`src/rtl/decode_pipe_pkg.sv`:
```
// Shared decode types for the decode pipeline: opcode/funct enums, ALU and
// compare operation codes, operand/writeback selects, the decoded-field
// struct and the immediate generator.
package decode;

  typedef enum logic [6:0] {
    OPC_LOAD   = 7'b0000011,
    OPC_STORE  = 7'b0100011,
    OPC_OP_IMM = 7'b0010011,
    OPC_OP     = 7'b0110011,
    OPC_BRANCH = 7'b1100011,
    OPC_JAL    = 7'b1101111,
    OPC_JALR   = 7'b1100111,
    OPC_AUIPC  = 7'b0010111,
    OPC_LUI    = 7'b0110111
  } opcode_e;

  typedef enum logic [2:0] {
    F3_ADD_SUB = 3'd0,
    F3_SLL     = 3'd1,
    F3_SLT     = 3'd2,
    F3_SLTU    = 3'd3,
    F3_XOR     = 3'd4,
    F3_SRL_SRA = 3'd5,
    F3_OR      = 3'd6,
    F3_AND     = 3'd7
  } funct3_alu_e;

  typedef enum logic [6:0] {
    F7_BASE   = 7'h00,
    F7_MULDIV = 7'h01,
    F7_ALT    = 7'h20
  } funct7_e;

  // Base ALU codes first, M-extension codes appended at 11..18
  typedef enum logic [4:0] {
    ALU_ADD    = 5'd0,
    ALU_SUB    = 5'd1,
    ALU_SLL    = 5'd2,
    ALU_SLT    = 5'd3,
    ALU_SLTU   = 5'd4,
    ALU_XOR    = 5'd5,
    ALU_SRL    = 5'd6,
    ALU_SRA    = 5'd7,
    ALU_OR     = 5'd8,
    ALU_AND    = 5'd9,
    ALU_COPY_B = 5'd10,
    ALU_MUL    = 5'd11,
    ALU_MULH   = 5'd12,
    ALU_MULHSU = 5'd13,
    ALU_MULHU  = 5'd14,
    ALU_DIV    = 5'd15,
    ALU_DIVU   = 5'd16,
    ALU_REM    = 5'd17,
    ALU_REMU   = 5'd18
  } alu_op_e;

  // Branch compare codes share the branch funct3 encoding
  typedef enum logic [2:0] {
    CMP_EQ  = 3'd0,
    CMP_NE  = 3'd1,
    CMP_LT  = 3'd4,
    CMP_GE  = 3'd5,
    CMP_LTU = 3'd6,
    CMP_GEU = 3'd7
  } cmp_op_e;

  typedef enum logic [2:0] {
    IMM_NONE, IMM_I, IMM_S, IMM_B, IMM_U, IMM_J
  } imm_sel_e;

  typedef enum logic [0:0] { SRC1_RS1, SRC1_PC  } src1_sel_e;
  typedef enum logic [0:0] { SRC2_RS2, SRC2_IMM } src2_sel_e;
  typedef enum logic [1:0] { WB_ALU, WB_MEM, WB_PC4 } wb_sel_e;
  typedef enum logic [0:0] { JBASE_PC, JBASE_RS1 } jump_base_e;

  typedef struct packed {
    logic [4:0] rd;
    logic [4:0] rs1;
    logic [4:0] rs2;
    alu_op_e    alu_op;
    cmp_op_e    cmp_op;
    src1_sel_e  src1_sel;
    src2_sel_e  src2_sel;
    wb_sel_e    wb_sel;
    jump_base_e jump_base_sel;
    logic       reg_write;
    logic       mem_read;
    logic       mem_write;
    logic       is_branch;
    logic       is_jump;
    logic       illegal;
    logic [2:0] mem_funct3;
  } decoded_t;

  // 32-bit sign-extended immediate; callers widen it to XLEN
  function automatic logic [31:0] gen_imm(input logic [31:0] inst, input imm_sel_e sel);
    logic [31:0] imm;
    case (sel)
      IMM_I:   imm = {{20{inst[31]}}, inst[31:20]};
      IMM_S:   imm = {{20{inst[31]}}, inst[31:25], inst[11:7]};
      IMM_B:   imm = {{19{inst[31]}}, inst[31], inst[7], inst[30:25], inst[11:8], 1'b0};
      IMM_U:   imm = {inst[31:12], 12'b0};
      IMM_J:   imm = {{11{inst[31]}}, inst[31], inst[19:12], inst[20], inst[30:21], 1'b0};
      default: imm = '0;
    endcase
    return imm;
  endfunction

endpackage

```
`src/rtl/decode_pipe_comb.sv`:
```
// Pure combinational RV32I instruction decoder.
// Build option: DECODE_M_EXT_EN enables MUL/DIV/REM decoding on OP with
// funct7=0000001; without it those encodings are reported as illegal.
module decode_comb
  import decode::*;
#(
  parameter int XLEN = 32
) (
  input  logic [31:0]     inst,
  output decoded_t        dec,
  output logic [XLEN-1:0] imm,
  output logic            uses_rs1,
  output logic            uses_rs2
);

  logic [6:0] opcode;
  logic [2:0] f3;
  logic [6:0] f7;
  imm_sel_e   imm_sel;
  logic       bad;

  assign opcode = inst[6:0];
  assign f3     = inst[14:12];
  assign f7     = inst[31:25];
  assign imm    = XLEN'($signed(gen_imm(inst, imm_sel)));

  // Map opcode/funct fields to control fields; reserved encodings set bad
  always_comb begin
    dec          = '0;
    dec.rd       = inst[11:7];
    dec.rs1      = inst[19:15];
    dec.rs2      = inst[24:20];
    imm_sel      = IMM_NONE;
    uses_rs1     = 1'b0;
    uses_rs2     = 1'b0;
    bad          = 1'b0;
    case (opcode)
      OPC_LOAD: begin
        imm_sel        = IMM_I;
        uses_rs1       = 1'b1;
        dec.mem_read   = 1'b1;
        dec.reg_write  = 1'b1;
        dec.src2_sel   = SRC2_IMM;
        dec.wb_sel     = WB_MEM;
        dec.mem_funct3 = f3;
        bad            = (f3 == 3'd3) || (f3 == 3'd6) || (f3 == 3'd7);
      end
      OPC_STORE: begin
        imm_sel        = IMM_S;
        uses_rs1       = 1'b1;
        uses_rs2       = 1'b1;
        dec.mem_write  = 1'b1;
        dec.src2_sel   = SRC2_IMM;
        dec.rd         = '0;
        dec.mem_funct3 = f3;
        bad            = (f3 > 3'd2);
      end
      OPC_OP_IMM: begin
        imm_sel       = IMM_I;
        uses_rs1      = 1'b1;
        dec.reg_write = 1'b1;
        dec.src2_sel  = SRC2_IMM;
        case (f3)
          F3_ADD_SUB: dec.alu_op = ALU_ADD;
          F3_SLT:     dec.alu_op = ALU_SLT;
          F3_SLTU:    dec.alu_op = ALU_SLTU;
          F3_XOR:     dec.alu_op = ALU_XOR;
          F3_OR:      dec.alu_op = ALU_OR;
          F3_AND:     dec.alu_op = ALU_AND;
          F3_SLL: begin
            dec.alu_op = ALU_SLL;
            bad        = (f7 != F7_BASE);
          end
          default: begin
            if (f7 == F7_BASE)     dec.alu_op = ALU_SRL;
            else if (f7 == F7_ALT) dec.alu_op = ALU_SRA;
            else                   bad = 1'b1;
          end
        endcase
      end
      OPC_OP: begin
        uses_rs1      = 1'b1;
        uses_rs2      = 1'b1;
        dec.reg_write = 1'b1;
        case (f7)
          F7_BASE: begin
            case (f3)
              F3_ADD_SUB: dec.alu_op = ALU_ADD;
              F3_SLL:     dec.alu_op = ALU_SLL;
              F3_SLT:     dec.alu_op = ALU_SLT;
              F3_SLTU:    dec.alu_op = ALU_SLTU;
              F3_XOR:     dec.alu_op = ALU_XOR;
              F3_SRL_SRA: dec.alu_op = ALU_SRL;
              F3_OR:      dec.alu_op = ALU_OR;
              default:    dec.alu_op = ALU_AND;
            endcase
          end
          F7_ALT: begin
            if (f3 == F3_ADD_SUB)      dec.alu_op = ALU_SUB;
            else if (f3 == F3_SRL_SRA) dec.alu_op = ALU_SRA;
            else                       bad = 1'b1;
          end
          F7_MULDIV: begin
`ifdef DECODE_M_EXT_EN
            dec.alu_op = alu_op_e'({2'b00, f3} + 5'd11);
`else
            bad = 1'b1;
`endif
          end
          default: bad = 1'b1;
        endcase
      end
      OPC_BRANCH: begin
        imm_sel       = IMM_B;
        uses_rs1      = 1'b1;
        uses_rs2      = 1'b1;
        dec.is_branch = 1'b1;
        dec.rd        = '0;
        if (f3[2:1] == 2'b01) bad = 1'b1;
        else                  dec.cmp_op = cmp_op_e'(f3);
      end
      OPC_JAL: begin
        imm_sel       = IMM_J;
        dec.is_jump   = 1'b1;
        dec.reg_write = 1'b1;
        dec.src1_sel  = SRC1_PC;
        dec.src2_sel  = SRC2_IMM;
        dec.wb_sel    = WB_PC4;
      end
      OPC_JALR: begin
        imm_sel           = IMM_I;
        uses_rs1          = 1'b1;
        dec.is_jump       = 1'b1;
        dec.reg_write     = 1'b1;
        dec.src2_sel      = SRC2_IMM;
        dec.wb_sel        = WB_PC4;
        dec.jump_base_sel = JBASE_RS1;
        bad               = (f3 != 3'd0);
      end
      OPC_AUIPC: begin
        imm_sel       = IMM_U;
        dec.reg_write = 1'b1;
        dec.src1_sel  = SRC1_PC;
        dec.src2_sel  = SRC2_IMM;
      end
      OPC_LUI: begin
        imm_sel       = IMM_U;
        dec.reg_write = 1'b1;
        dec.src2_sel  = SRC2_IMM;
        dec.alu_op    = ALU_COPY_B;
      end
      default: bad = 1'b1;
    endcase
    if (inst[1:0] != 2'b11) bad = 1'b1;
    // Illegal instructions still flow downstream but must not touch state
    if (bad) begin
      dec.illegal   = 1'b1;
      dec.reg_write = 1'b0;
      dec.mem_read  = 1'b0;
      dec.mem_write = 1'b0;
    end
  end

endmodule

```
`src/rtl/decode_pipe.sv`:
```
// Decode pipeline stage: one registered output stage with valid/ready
// handshake, load-use hazard stall, flush and a saturating stall counter.
// Build option: DECODE_M_EXT_EN (passed through to decode_comb).
module decode_pipe
  import decode::*;
#(
  parameter int XLEN        = 32,
  parameter int STALL_CNT_W = 16
) (
  input  logic                   clk,
  input  logic                   rst_n,
  input  logic                   in_valid,
  output logic                   in_ready,
  input  logic [31:0]            in_inst,
  input  logic [XLEN-1:0]        in_pc,
  input  logic                   flush,
  output logic                   out_valid,
  input  logic                   out_ready,
  output logic [XLEN-1:0]        out_pc,
  output logic [4:0]             out_rd,
  output logic [4:0]             out_rs1,
  output logic [4:0]             out_rs2,
  output logic [XLEN-1:0]        out_imm,
  output logic [4:0]             out_alu_op,
  output logic [2:0]             out_cmp_op,
  output logic                   out_src1_sel,
  output logic                   out_src2_sel,
  output logic [1:0]             out_wb_sel,
  output logic                   out_jump_base_sel,
  output logic                   out_reg_write,
  output logic                   out_mem_read,
  output logic                   out_mem_write,
  output logic                   out_is_branch,
  output logic                   out_is_jump,
  output logic                   out_illegal,
  output logic [2:0]             out_mem_funct3,
  output logic [STALL_CNT_W-1:0] stall_cnt
);

  decoded_t        dec_d, dec_q;
  logic [XLEN-1:0] imm_d;
  logic            uses_rs1, uses_rs2;
  logic            hazard;
  logic            transfer;

  decode_comb #(.XLEN(XLEN)) u_decode_comb (
    .inst     (in_inst),
    .dec      (dec_d),
    .imm      (imm_d),
    .uses_rs1 (uses_rs1),
    .uses_rs2 (uses_rs2)
  );

  assign hazard = out_valid && dec_q.mem_read && (dec_q.rd != 5'd0) &&
                  ((uses_rs1 && (in_inst[19:15] == dec_q.rd)) ||
                   (uses_rs2 && (in_inst[24:20] == dec_q.rd)));

  assign in_ready = rst_n && (!out_valid || out_ready) && !hazard && !flush;
  assign transfer = in_valid && in_ready;

  // Output stage: flush squashes, accepted input loads, consumed output drains
  always_ff @(posedge clk) begin
    if (!rst_n) begin
      out_valid <= 1'b0;
      dec_q     <= '0;
      out_pc    <= '0;
      out_imm   <= '0;
    end else if (flush) begin
      out_valid <= 1'b0;
    end else if (transfer) begin
      out_valid <= 1'b1;
      dec_q     <= dec_d;
      out_pc    <= in_pc;
      out_imm   <= imm_d;
    end else if (out_ready) begin
      out_valid <= 1'b0;
    end
  end

  // Count load-use stall cycles, sticking at all-ones
  always_ff @(posedge clk) begin
    if (!rst_n) begin
      stall_cnt <= '0;
    end else if (in_valid && hazard && !flush && (stall_cnt != {STALL_CNT_W{1'b1}})) begin
      stall_cnt <= stall_cnt + STALL_CNT_W'(1);
    end
  end

  assign out_rd            = dec_q.rd;
  assign out_rs1           = dec_q.rs1;
  assign out_rs2           = dec_q.rs2;
  assign out_alu_op        = dec_q.alu_op;
  assign out_cmp_op        = dec_q.cmp_op;
  assign out_src1_sel      = dec_q.src1_sel;
  assign out_src2_sel      = dec_q.src2_sel;
  assign out_wb_sel        = dec_q.wb_sel;
  assign out_jump_base_sel = dec_q.jump_base_sel;
  assign out_reg_write     = dec_q.reg_write;
  assign out_mem_read      = dec_q.mem_read;
  assign out_mem_write     = dec_q.mem_write;
  assign out_is_branch     = dec_q.is_branch;
  assign out_is_jump       = dec_q.is_jump;
  assign out_illegal       = dec_q.illegal;
  assign out_mem_funct3    = dec_q.mem_funct3;

endmodule

```
`config.mk`:
```
export PLATFORM = sky130hd
export DESIGN_NAME = decode_pipe
export DESIGN_NICKNAME = d
export VERILOG_FILES = /design/src/rtl/decode_pipe_pkg.sv /design/src/rtl/decode_pipe_comb.sv /design/src/rtl/decode_pipe.sv
export SDC_FILE = /design/constraint.sdc
export NUM_CORES = 1
export LEC_CHECK = 0
export ABC_CLOCK_PERIOD_IN_PS = 3900
export CAP_MARGIN = 20
export CORE_AREA = 2 2 139 141
export DETAILED_ROUTE_END_ITERATION = 6
export DIE_AREA = 0 0 141 143
export GPL_TIMING_DRIVEN = 1
export PLACE_DENSITY_LB_ADDON = 0.08
export SETUP_SLACK_MARGIN = 0.05
export SYNTH_ARGS = -nofsm -noshare
export SYNTH_HDL_FRONTEND = slang
export SYNTH_SLANG_ARGS = --single-unit
```
`constraint.sdc`:
```
create_clock -name clk -period 3.9 [get_ports clk]
set_clock_uncertainty 0.2 [all_clocks]
set_input_delay 1.17 -clock clk [delete_from_list [all_inputs] [get_ports clk]]
set_output_delay 1.17 -clock clk [all_outputs]
set_load 0.1 [all_outputs]
```
---- Word-level counts from Yosys, hierarchy flattened ----
Cells that the tools add are included.
W data, S select, Z words.
operators by class
  add/sub/neg operators ................... 1
  multiply operators ...................... 0
  div/mod/pow operators ................... 0
  order comparisons ....................... 1
  equality and inequality tests ........... 27
  shifts and indexed selects .............. 0
  multiplexer cells ....................... 38
  bitwise operators ....................... 2
  reductions and logical operators ........ 39
operators by type and width
  kind                     number
  $pmux W32 S5             1
  $pmux W5 S7              1
  $eq A7 B6 Y1 const B     4
  $pmux W4 S7              1
  $eq A7 B7 Y1 const B     3
  $mux W1                  19
  $eq A3 B3 Y1 const B     6
  $mux W3                  6
  $add A16 B1 Y16 const B  1
  $ne A16 B16 Y1 const B   1
  $mux W5                  3
  $pmux W3 S5              1
  $pmux W5 S3              1
  $eq A7 B5 Y1 const B     2
  $reduce_or A7 Y1         2
  $eq A3 B2 Y1 const B     4
  $logic_and A1 B1 Y1      12
  $reduce_or A2 Y1         6
  $reduce_or A6 Y1         2
  $eq A5 B5 Y1             2
  $pmux W5 S2              1
  $reduce_or A3 Y1         3
  $eq A7 B2 Y1 const B     1
  $logic_not A7 Y1         1
  other kinds (16)         24
storage, ports and cells
  flip-flop bits (word level) ............. 118
  bits in latches ......................... 0
  RAM bits ................................ 0
  bits in read-only memories .............. 0
  word-level logic and storage cells ...... 128
  memories ................................ 0

---- Logic depth before layout (Yosys ltp) ----
  depth after elaboration ................. 11
  gate-level depth with buffers ........... 10

---- Modules after synthesis ----
A second synthesis with hierarchy kept.
unflattened totals
  cell total of the unflattened synthesis .. 740
  area total of the unflattened synthesis .. 5631.7 µm²
by module, submodules not included
  module       instances  cells an instance  area an instance (µm²)
  decode_pipe  1          561                4521.8
  decode_comb  1          179                1109.8

---- Worst setup path before layout ----
Ideal clock, no wire load.
  path type ............................... input port to output port
  start point ............................. in in_inst[3]
  end point ............................... out in_ready
  data arrival time ....................... 4.417 ns
  required time ........................... 2.530 ns
  path slack .............................. -1.887 ns
  stages on the path ...................... 9
  buffers on the path ..................... 4
  cells stage by stage .................... buf_4 > nand4bb_1 > buf_2 > nor4_4 > o21ai_2 > buf_2 > buf_2 > nand2_1 > nor3_1
between the ends
  word-level cells in the longest chain between the ends .. 9
  elaborated cells between the ends (all ways) .. 17
  those cells by class .................... eq/ne: 6; mux: 2; reduce/logical: 9
ends and longest elaborated chain
  element                                                                       line                                  RTL
  start: declaration                                                            decode_pipe.sv:14                     input logic [31:0] in_inst,
  $eq A7 B6 Y1 (tied with other cells)                                          decode_pipe_comb.sv:37                case (opcode)
  $reduce_or A6 Y1 (no source line) / $reduce_or A3 Y1 (equally long branches)  -
  $mux W1                                                                       decode_pipe_comb.sv:37
  $logic_and A1 B1 Y1 (on tied branches)                                        decode_pipe.sv:55, decode_pipe.sv:56
  $logic_or A1 B1 Y1 *                                                          decode_pipe.sv:55                     ((uses_rs1 && (in_inst[19:15] == dec_q.rd)) ||
  $logic_and A1 B1 Y1 *                                                         decode_pipe.sv:54                     assign hazard = out_valid && dec_q.mem_read && (dec_q.rd != 5'd0) &&
  $logic_not A1 Y1 *                                                            decode_pipe.sv:58                     assign in_ready = rst_n && (!out_valid || out_ready) && !hazard && !flush;
  $logic_and A1 B1 Y1 * (2 in a row)                                            decode_pipe.sv:58
  end: declaration                                                              decode_pipe.sv:13                     output logic in_ready,
Every way passes the cells marked *; elsewhere a longest branch is shown, timed or not.

---- Worst setup path in the final report ----
  start point ............................. in in_inst[16]
  end point ............................... out in_ready
between the ends
  word-level cells in the longest chain between the ends .. 7
ends and longest elaborated chain
  element                           line
  $eq A5 B5 Y1                      decode_pipe.sv:55
  $logic_and A1 B1 Y1               decode_pipe.sv:55
  $logic_or A1 B1 Y1                decode_pipe.sv:55
  $logic_and A1 B1 Y1               decode_pipe.sv:54
  $logic_not A1 Y1                  decode_pipe.sv:58
  $logic_and A1 B1 Y1 (2 in a row)  decode_pipe.sv:58
Every way passes these cells.

==> run summary <==
The flow ran to the end, and the final reports show no timing, DRC or antenna violations. The main combinational cell family by area after synthesis is compound AO/OA/AOI/OAI gates. The number of synthesized flops with an enable pin is 0. The final total negative setup slack is 0 ps. The total power consumption of the routed design came out at 3.44 mW. The core region area is 18600 µm². The ratio of routed vias to standard cells came out at 5.16. The number of buffer cells added on primary ports is 186. For this run, global-route usage on met1 was measured as 25.8%. The share of the Yosys chip area taken by registers is 42.5%. Among all stages on the critical path, the largest delay is contributed by sky130_fd_sc_hd__xor2_1. The endpoint arrival time on the critical path came out at 2430 ps.

Setup repair after global routing left no endpoint under its margin. For this block, the initial DRC count from the detailed router was 309. After legalization and detailed placement, the total HPWL measured 14500 µm. Of the cells placed in the final design, the portion with a size suffix greater than 1 is 32.3%.

The critical path's largest stage delay came out at 270 ps. The post-layout utilization of the core came out at 44.5%. The placed standard-cell area is 7620 µm².

The count of final max-slew check failures is 0. The top flip-flop cell by instance count after synthesis is sky130_fd_sc_hd__dfxtp_1. The fraction of met3 tracks used by global routing came out at 4.59%. At the pin with the least slew margin, the transition time is 1020 ps. Clock tree synthesis inserted a total of 17 buffers. The floorplan step set the die height to 143 µm. For this run, the total global-route usage over all layers was measured as 19.6%. From synthesis to final layout, the design area changed by 50.1%. The wire length after detailed routing came out at 20100 µm.

The data required time of the worst path came out at 2530 ps. The global-route met2 utilization came out at 32.3%. The max-slew headroom at the worst pin is 31.8%.

The number of synthesis warnings is 0. Summing all multi-input logic gate instances after layout gives 2990 µm². The floorplan die area is 20200 µm². The tightest hold path in the finished design has a slack of 256 ps. The count of different cell masters after synthesis is 60. Clock tree synthesis selected as its root buffer the cell sky130_fd_sc_hd__clkbuf_16. In the synthesized netlist, mux cells make up 2.41% of the area. The number of top-level design ports came out at 188. The count of clock tree sinks is 117. The power per standard cell area is 416 nW/µm². The worst setup path category is primary input to primary output. 0 antenna diodes ended up in the layout.

TritonCTS built the clock tree. sky130_fd_sc_hd__dfxtp_1 takes more of the synthesized area than any other cell. The compound-gate portion of the synthesized area is 24.9%. The number of cells produced by synthesis is 665.

The final standard cell area without fillers came out at 8270 µm². The final weighted congestion in routability-driven placement came out at 0.862. After floorplanning, the core was divided into 50 placement rows. The area of the mapped netlist is 5510 µm². The post-layout net count came out at 938. The share of synthesized registers carrying an async set or reset is 0%. Among cell families on the critical path, the largest total delay comes from buffers and inverters. The maximum number of pins on one net before global-route repair is 97. Across the VDD grid, the largest voltage drop is 0.295 mV.

The post-route minimum period is 3800 ps. The number of hold-repair buffers added at the cts stage is 0. In the final routed layout, each cell accounts on average for 18.0 µm. The synthesized-area fraction occupied by adder cells is 0.227%.

Counting flops and latches in the post-synthesis netlist gives 117. The basic-gate share of the synthesized area counting and, or, nand and nor cells came out at 22.0%. The effective utilization at floorplan is 29.7%. The number of buffers and inverters on the critical path is 2. The dominant cell by count in the synthesized netlist is sky130_fd_sc_hd__dfxtp_1.

The global-route wire length before repair came out at 30900 µm. The class of the tightest hold or removal check is flip-flop to flip-flop. The final count of negative-setup-slack endpoints is 0. The detailed router placed 5750 vias in this run. The clock edge transition at the registers on the reported setup and hold paths is 50 ps. The count of endpoints failing hold in the final timing report was 0. Counting the fill cells in the layout gives 1850.

The leftover overflow at the end of global routing came out at 0. The worst path uses 97.4% of the clock period. The number of global-route vias before repair is 5696. The highest fanout seen on the critical path is 2. The per-instance average area after synthesis came out at 8.29 µm². The depth of the CTS H-tree came out at 4. The commonest cells after synthesis are sky130_fd_sc_hd__dfxtp_1 (117), sky130_fd_sc_hd__nand2_1 (93), sky130_fd_sc_hd__a21oi_1 (68), sky130_fd_sc_hd__nand3_1 (65), sky130_fd_sc_hd__o21ai_0 (59). No sink is reached through more buffers than the 2 on the longest clock path. The global routing stage identified its most utilized layer as met2. The most used cell along the critical path is sky130_fd_sc_hd__nor3_4. Counting every net in the synthesized netlist gives 735. The latest clock arrival within the worst-skew pair is 410 ps.

STA classifies the critical path startpoint as a primary input. The portion of synthesized cell area occupied by the leading cell type is 42.5%. The reported max-cap violation count came out at 0. Walking the worst path, the cells encountered are clkdlybuf4s15_1, xor2_1, nor3_4, o21ai_4, nand2_4, nor3_4, buf_12. The overall die width is 141 µm. The final antenna-violating net count came out at 0. In the final layout, flip-flops and latches occupy 2340 µm². The residual DRC count is 0. The length of the first detailed-routing pass in iterations is 4. The leakage dissipation came out at 3.24 nW. By area the synthesized netlist is led by sky130_fd_sc_hd__dfxtp_1 (42%), sky130_fd_sc_hd__nand2_1 (6.3%), sky130_fd_sc_hd__a21oi_1 (6.2%), sky130_fd_sc_hd__nand3_1 (5.9%), sky130_fd_sc_hd__o21ai_0 (5.4%). Derived from the worst setup path, the maximum achievable clock frequency is 0.263 GHz. The worst setup path is captured at a primary output. The number of antenna violations at the first check in global routing was 0. The post-synthesis share of cell area spent on xor and xnor gates came out at 2.07%.
## metal layers
metal | vias up | part of all wire (%)
li1 | 2821 | -
met4 | 0 | 1.4
met1 | 2746 | 46
met2 | 168 | 48
met3 | 15 | 5.0
met5 | - | 0
## flip-flops by register name (all words and copies together) (netlist names)
signal,count
out_valid,1
out_illegal,1
out_rs2,5
out_mem_read,1
out_alu_op,4
out_src2_sel,1
out_imm,32
out_mem_funct3,3
out_src1_sel,1
out_wb_sel,2
out_rs1,5
out_rd,5
out_jump_base_sel,1
stall_cnt,16
out_is_branch,1
out_reg_write,1
out_pc,32
out_cmp_op,3
out_is_jump,1
out_mem_write,1
## final timing paths
| kind | slack (ps) | endpoint | depth (start not counted) | startpoint |
|---|---|---|---|---|
| max | 100 | in_ready | 7 | in_inst[16] |
| min | 260 | out_pc[23] | 2 | out_pc[23] |
| max reg2reg | 600 | out_pc[3] | 8 | out_rd[2] |
| min reg2reg | 260 | out_pc[23] | 2 | out_pc[23] |
## power breakdown
part	switching, mW	internal, mW
Combinational	0.489	0.201
Sequential	0.0295	1.24
Clock	0.591	0.895
## metrics by stage
step / setup slack [ps] / cells
finish: 101 / 1115
global route: 54.0 / 1115
CTS: 54.3 / 1116
detailed placement: -496 / 1081
global placement: -489 / 1081
floorplan: -403 / 665
## cell families (layout without fill, tap and decap cells)
kind of cell / Yosys count / after routing
other: 1 / 1
buffers and inverters: 73 / 289
AND/OR/NAND/NOR: 239 / 239
multiplexers: 13 / 13
adder cells (fa/ha/maj): 1 / 1
flip-flops: 117 / 117
XOR/XNOR: 13 / 13
AO/OA/AOI/OAI: 208 / 208
## repair_timing
action	CTS	global route
endpoints found under the setup margin	86	1
setup buffers	5	0
gates cloned	0	0
pin swaps	15	5
gates resized for setup	84	5
## worst min-delay path: stages (launching register included)
cell	delay, ps
sky130_fd_sc_hd__dfxtp_1	310
sky130_fd_sc_hd__nand2_1	50
sky130_fd_sc_hd__o21ai_1	50
## final cells by class
cell class | instances | share of cell area, %
clock inverter | 14 | 1.56
sequential | 117 | 28.3
tap | 234 | 3.54
multi-input combinational | 475 | 36.1
timing repair buffer | 249 | 24.8
inverter | 8 | 0.363
clock buffer | 18 | 5.31
## cell usage in the layout (no fill, tap or decap), types with 4 or more instances in the layout
cell type                         netlist  final
sky130_fd_sc_hd__a211oi_1               8      8
sky130_fd_sc_hd__a211oi_2              22     22
sky130_fd_sc_hd__a21oi_1               68     67
sky130_fd_sc_hd__a22oi_1                6      6
sky130_fd_sc_hd__buf_12                 0      4
sky130_fd_sc_hd__buf_2                  9     11
sky130_fd_sc_hd__buf_4                  2    175
sky130_fd_sc_hd__buf_6                  4      6
sky130_fd_sc_hd__clkbuf_16              0     17
sky130_fd_sc_hd__clkdlybuf4s50_1        0     50
sky130_fd_sc_hd__clkinv_4               0      5
sky130_fd_sc_hd__dfxtp_1              117    117
sky130_fd_sc_hd__inv_1                  8      7
sky130_fd_sc_hd__mux2i_1               11     11
sky130_fd_sc_hd__nand2_1               93     92
sky130_fd_sc_hd__nand2b_1               6      5
sky130_fd_sc_hd__nand3_1               65     64
sky130_fd_sc_hd__nand4_1               16     16
sky130_fd_sc_hd__nor2_1                13     12
sky130_fd_sc_hd__nor3_1                 8      6
sky130_fd_sc_hd__o21ai_0               59     59
sky130_fd_sc_hd__o21ai_1                8      8
sky130_fd_sc_hd__o31ai_1                9      9
sky130_fd_sc_hd__or2_2                  5      5
sky130_fd_sc_hd__or3_1                  5      5
sky130_fd_sc_hd__or4_1                  9      9
sky130_fd_sc_hd__xor2_1                 6      4
(Power assumes the default switching activity.)
